--- src/rtl/if_id_fetch_stage.sv ---
// rtl/if_id_fetch_stage.sv - MIPS fetch stage and IF/ID pipeline register (option: FETCH_DELAY_SLOT_EN)
module if_id_fetch_stage #(
    parameter logic [31:0] RESET_PC = 32'h0040_0000,
    parameter int          IMEM_AW  = 11
) (
    input  logic               clk,
    input  logic               rst,
    input  logic               stall,
    input  logic               redirect_valid,
    input  logic [31:0]        redirect_pc,
    input  logic               exc_valid,
    input  logic [31:0]        exc_pc,
    output logic [IMEM_AW-1:0] imem_addr,
    input  logic [31:0]        imem_rdata,
    output logic [31:0]        if_pc,
    output logic               id_valid,
    output logic [31:0]        id_instr,
    output logic [31:0]        id_pc,
    output logic [31:0]        id_pc4,
    output logic [5:0]         id_op,
    output logic [5:0]         id_func,
    output logic [4:0]         id_mt,
    output logic [4:0]         id_rt,
    output logic [4:0]         id_rd,
    output logic [15:0]        id_imm,
    output logic               redirect_pending
);

    logic [31:0] pc_q, pc_d;
    logic        id_valid_q, id_valid_d;
    logic [31:0] id_instr_q, id_instr_d;
    logic [31:0] id_pc_q, id_pc_d;
    logic [31:0] id_pc4_q, id_pc4_d;
    logic        pending_q, pending_d;
    logic [31:0] pending_pc_q, pending_pc_d;

    logic [31:0] pc_plus4;
    logic [31:0] redirect_target;

    assign pc_plus4        = pc_q + 32'd4;
    // A fresh redirect from ID beats a stale one captured during a stall.
    assign redirect_target = redirect_valid ? redirect_pc : pending_pc_q;

    // ROM is word addressed relative to the reset vector; upper bits are dropped.
    assign imem_addr = IMEM_AW'((pc_q - RESET_PC) >> 2);

    // Next-state selection: exception > stall > redirect > pending > sequential.
    always_comb begin
        pc_d         = pc_q;
        id_valid_d   = id_valid_q;
        id_instr_d   = id_instr_q;
        id_pc_d      = id_pc_q;
        id_pc4_d     = id_pc4_q;
        pending_d    = pending_q;
        pending_pc_d = pending_pc_q;

        if (exc_valid) begin
            pc_d       = exc_pc;
            id_valid_d = 1'b0;
            id_instr_d = 32'h0;
            id_pc_d    = 32'h0;
            id_pc4_d   = 32'h0;
            pending_d  = 1'b0;
        end else if (stall) begin
            if (redirect_valid) begin
                pending_d    = 1'b1;
                pending_pc_d = redirect_pc;
            end
        end else if (redirect_valid || pending_q) begin
            pc_d      = {redirect_target[31:2], 2'b00};
            pending_d = 1'b0;
`ifdef FETCH_DELAY_SLOT_EN
            // Delay slot: the word already being fetched still executes.
            id_valid_d = 1'b1;
            id_instr_d = imem_rdata;
            id_pc_d    = pc_q;
            id_pc4_d   = pc_plus4;
`else
            id_valid_d = 1'b0;
            id_instr_d = 32'h0;
            id_pc_d    = 32'h0;
            id_pc4_d   = 32'h0;
`endif
        end else begin
            pc_d       = pc_plus4;
            id_valid_d = 1'b1;
            id_instr_d = imem_rdata;
            id_pc_d    = pc_q;
            id_pc4_d   = pc_plus4;
        end
    end

    // PC, IF/ID and pending-redirect registers with synchronous reset.
    always_ff @(posedge clk) begin
        if (rst) begin
            pc_q         <= RESET_PC;
            id_valid_q   <= 1'b0;
            id_instr_q   <= 32'h0;
            id_pc_q      <= 32'h0;
            id_pc4_q     <= 32'h0;
            pending_q    <= 1'b0;
            pending_pc_q <= 32'h0;
        end else begin
            pc_q         <= pc_d;
            id_valid_q   <= id_valid_d;
            id_instr_q   <= id_instr_d;
            id_pc_q      <= id_pc_d;
            id_pc4_q     <= id_pc4_d;
            pending_q    <= pending_d;
            pending_pc_q <= pending_pc_d;
        end
    end

    assign if_pc            = pc_q;
    assign id_valid         = id_valid_q;
    assign id_instr         = id_instr_q;
    assign id_pc            = id_pc_q;
    assign id_pc4           = id_pc4_q;
    assign redirect_pending = pending_q;

    assign id_op   = id_instr_q[31:26];
    assign id_func = id_instr_q[5:0];
    assign id_mt   = id_instr_q[25:21];
    assign id_rt   = id_instr_q[20:16];
    assign id_rd   = id_instr_q[15:11];
    assign id_imm  = id_instr_q[15:0];

endmodule

--- config.mk ---
export PLATFORM = sky130hd
export DESIGN_NAME = if_id_fetch_stage
export DESIGN_NICKNAME = d
export VERILOG_FILES = /design/src/rtl/if_id_fetch_stage.sv
export SDC_FILE = /design/constraint.sdc
export NUM_CORES = 1
export LEC_CHECK = 0
export ABC_AREA = 1
export CAP_MARGIN = 20
export CORE_MARGIN = 5
export CORE_UTILIZATION = 40
export CTS_BUF_LIST = sky130_fd_sc_hd__clkbuf_4
export DETAILED_ROUTE_END_ITERATION = 10
export PLACE_DENSITY = 0.8
export REMOVE_ABC_BUFFERS = 1
export SLEW_MARGIN = 20
export SYNTH_ARGS = -nofsm -noshare
export SYNTH_HDL_FRONTEND = slang
export SYNTH_SLANG_ARGS = --single-unit
--- constraint.sdc ---
create_clock -name clk -period 1.65 [get_ports clk]
set_input_delay 0.33 -clock clk [delete_from_list [all_inputs] [get_ports clk]]
set_output_delay 0.33 -clock clk [all_outputs]
set_load 0.02 [all_outputs]
# Word level (Yosys, flattened, before mapping)
# Index checks and enable logic that the tools add are counted.
# totals
reg_bits	162
output_inout_bits	184
wordCells	30
# op_classes
add_sub_neg	2
n_eq_ne	2
mux	11
n_bitwise	1
n_reduce_logical	6
# ops
cell	count
32-bit two-way mux	7
32-bit by 3-bit adder with 32-bit output (second input constant)	1
13-bit by 1-bit subtractor with 13-bit output (second input constant)	1
1-bit two-way mux	4
2-bit by 1-bit != test with 1-bit output (second input constant)	2
2-bit AND reduction	2
3-bit AND reduction	1
2-bit nonzero test	1
2-bit OR reduction	1
1-bit logical OR	1
1-bit NOT	1

# Logic depth before layout (Yosys ltp)
# depth
ltp_word	4
depth_mapped	11

# Worst setup path after synthesis
# OpenSTA, ideal clock, no wires.
# synth_path
path_kind	flip-flop to flip-flop
startpoint	reg pc_q[3] (netlist: if_pc[3])
endpoint	reg pc_q[22] (netlist: if_pc[22])
setup_time_ns	0.112
arrival_ns	1.514
required_time_ns	1.538
slack_ns	0.024
stages_incl_launch_ff	11
path_buffers	0
cell_sequence	dfxtp_1 > ha_1 > nand2_1 > nor2_4 > nand2_2 > nor2_4 > nand3_1 > nand3_1 > nand2_1 > nand2_1 > nand2_1
# synth_via
elab_chain_cells	4
# synth_rtl
element	line_no	rtl
from (decl)	29	logic [31:0] pc_q, pc_d;
from (signal assigned)	104	pc_q <= pc_d;
32-bit by 3-bit adder with 32-bit output	40	assign pc_plus4 = pc_q + 32'd4;
32-bit two-way mux	69	end else if (redirect_valid || pending_q) begin
32-bit two-way mux	64	end else if (stall) begin
32-bit two-way mux	57	if (exc_valid) begin
# Every way passes these cells. The select of a mux whose other input is x is not followed.
# A chain may end at the register's enable or synchronous reset.

# Worst setup path after layout
# layout_path
startpoint	reg id_instr_q[9] (netlist: id_instr[9])
endpoint	out id_instr[9]
# layout_rtl
element	line_no	rtl
from (decl)	31	logic [31:0] id_instr_q, id_instr_d;
from (signal assigned)	106	id_instr_q <= id_instr_d;
to (decl)	17	output logic [31:0] id_instr,
# No word-level cell between the ends.

==> flow_metrics.py <==
metrics = {
    "timing": {
        "fin_crit_ns": 1.584,
        "tightest_slew_ns": 0.3605,
        "max_freq_mhz": 631.1,
        "finClkSkew_ns": 0.01512,
        "setup_viol": 0,
        "slew_headroom": 0.7593,
        "drv_slew": 0,
        "grt_setup_unrepaired": "yes",
        "fin_crit_sh": 0.9603,
        "hold_viol_final": 0,
    },
    "place": {
        "numPortBuffers": 282,
        "place.gp.congestion": 0.8725,
        "dp_hpwl_um": 18390,
    },
    "worst_setup_path": {
        "critical_path_required_ns": 1.32,
        "cp_num_buf_inv": 1,
        "crit_path_start_kind": "flip-flop",
        "critPathMaxFanout": 3,
        "worstSetupPathType": "reg2out",
        "path_cells": "clkdlybuf4s15_1",
        "end_kind": "output pin",
        "r2r_slack_ns": 0.09,
        "cp_top_family": "flip-flops",
        "cp.arrival_ns": 1.25,
        "max_stage_delay_ns": 0.38,
        "slowest_stage": "dfxtp_1",
    },
    "synthesis": {
        "synth_cells": 891,
        "avgSynthCellArea_um2": 7.920,
        "synth_area_leaders": "dfxtp_1 (45%), nand2_1 (10%), buf_4 (6.1%), a32o_1 (5.8%), o21ai_0 (5.5%)",
        "synth.distinct_cells": 27,
        "synth_top_area_cell": "dfxtp_1",
        "syn_area_um2": 7057,
        "yosysSeqAreaShare": 0.4482,
        "synth_top_area_share": 0.4482,
        "synth-seq-cells": 158,
        "ys_warn_count": 0,
    },
    "global_routing": {
        "grt_max_degree": 61,
        "grt_pass1_vias": 6904,
        "track_usage": 0.2327,
        "grt_pass1_wl_um": 37410,
        "antenna_found_initial": 1,
        "overflow": 0,
    },
    "clock_network": {
        "cts_tree": "done",
        "cts_root_buffer": "clkbuf_4",
        "cts_buffers": 17,
        "htreeDepth": 4,
        "ctsLongestPathBuffers": 2,
        "clkLatencyLatePin_ns": 0.56,
        "holdBufCountCts": 0,
        "path_clk_slew_ns": 0.14,
        "cts.sinks": 158,
    },
    "layout": {
        "mostFrequentLayoutCell": "nand2_1",
        "final_nets": 1240,
        "layout_common_cells": "nand2_1 (185), dfxtp_1 (114), clkdlybuf4s50_1 (97), o21ai_0 (73), nor2_1 (73)",
        "multi_input_area_um2": 3163,
        "drive_gt1_frac": 0.2815,
        "post-route-util": 0.5948,
        "seq_area_um2": 3273,
        "syn_to_final_growth_pct": 45.80,
        "fillCellCount": 1564,
    },
    "power_and_ir_drop": {
        "p_per_area_nw_per_um2": 799.7,
        "power_mw": 8.228,
        "power.leakage_nw": 4.136,
        "vdd_drop_max_mv": 0.4562,
    },
    "status": {
        "outcome": "finished clean",
    },
    "worst_hold_path": {
        "min-delay-path-class": "in2reg",
    },
    "route": {
        "vias_per_cell": 5.245,
        "drt-initial-drc-count": 434,
        "wl_um": 24770,
        "wl_per_cell_um": 17.97,
        "remaining_drc_errors": 0,
        "dr.pass1.iters": 5,
        "ant_nets": 0,
        "vias": 7228,
    },
    "floorplan": {
        "start_util": 0.4080,
        "coreArea_um2": 17300,
        "io_pins": 285,
        "num_rows": 48,
        "dieArea_um2": 20400,
        "die_h_um": 142.8,
        "die_w_um": 142.8,
    },
    "flow_run": {
        "cap_violations": 0,
    },
}
state kept, by name, indices dropped and copies added, names as in the netlist:
| register | flops |
|---|---|
| id_pc | 32 |
| redirect_pending | 1 |
| id_pc4 | 30 |
| pending_pc_q | 30 |
| id_valid | 1 |
| id_instr | 32 |
| if_pc | 32 |
final timing paths:
check | start | end | depth (start not counted)
setup / recovery | id_instr[9] | id_instr[9] | 1
hold / removal | redirect_valid | pending_pc_q[4] | 4
setup reg to reg | if_pc[3] | if_pc[18] | 9
hold reg to reg | id_pc4[17] | id_pc4[17] | 2
synth_stat cells:
| cell type | number |
|---|---|
| buf_2 | 24 |
| nand3b_1 | 1 |
| o21ai_1 | 18 |
| inv_2 | 8 |
| a21oi_1 | 66 |
| or2_2 | 1 |
| nor2_1 | 75 |
| nand2_1 | 189 |
| mux2i_1 | 20 |
| a32o_1 | 41 |
| a31oi_1 | 11 |
| clkinv_1 | 2 |
| nand2_2 | 4 |
| inv_1 | 36 |
| o21ai_0 | 77 |
| o221ai_1 | 28 |
| buf_1 | 4 |
| o2111ai_1 | 1 |
| nand3_1 | 28 |
| nor3_1 | 2 |
| buf_4 | 57 |
| xor2_1 | 2 |
| clkbuf_1 | 23 |
| dfxtp_1 | 158 |
| nor2_4 | 7 |
| nor2_2 | 7 |
| ha_1 | 1 |
kinds of logic after synthesis:
| logic type | Yosys count | share of synthesized area |
|---|---|---|
| DFF | 158 | 0.4482 |
| buffers and inverters | 154 | 0.1165 |
| AOI/OAI and AO/OA | 242 | 0.2181 |
| muxes | 20 | 0.02837 |
| xor gates and xnor gates | 2 | 0.002483 |
| and+or+nand+nor | 314 | 0.1846 |
| adders and majority gates | 1 | 0.001773 |
cell type report:
| type | count | area share |
|---|---|---|
| Sequential cell | 158 | 0.3181 |
| Multi-Input combinational cell | 580 | 0.3074 |
| Timing Repair Buffer | 335 | 0.2978 |
| Tap cell | 225 | 0.02736 |
| Clock inverter | 14 | 0.01861 |
| Inverter | 46 | 0.01703 |
| Clock buffer | 18 | 0.01313 |
| Antenna cell | 2 | 0.0004864 |
power by group:
group	internal, mW	switching [mW]	total [mW]
sequential	3.97	0.160	4.13
combinational	0.660	0.784	1.44
clock	1.22	1.43	2.65
timing repair:
action	4_1_cts	5_1_grt
cloned	0	1
gates resized for setup	459	177
buffers inserted	1	5
endpoints found under the setup margin	184	171
pin swaps	0	11
worst min-delay path, cell delays in order:
cell and delay [ns]:
buf_2 0.18, clkinv_1 0.10, nand2_1 0.07, a31oi_1 0.15
per-layer routing:
layer,track usage,up-vias,part of all wire
met4,0.08404,0,0.028
li1,-,3518,-
met1,0.3044,3390,0.42
met3,0.04823,44,0.065
met2,0.3808,276,0.49
met5,0,-,0
per-stage QoR:
stage	setup WS (ns)	cell area, µm²	setup TNS, ns	cells	hold WS (ns)
final	0.06553	10290	0	1378	0.2942
after global routing	-0.02780	10290	-0.08753	1377	0.2854
after CTS	-0.002789	10410	-0.006117	1370	0.2439
after detailed placement	-0.1843	10030	-16.69	1337	0.4462
after global placement	-0.1221	10030	-11.24	1337	0.4388
after floorplan	-0.8961	6407	-103.35	783	0.3991
Power figures use the tool's default switching activity.
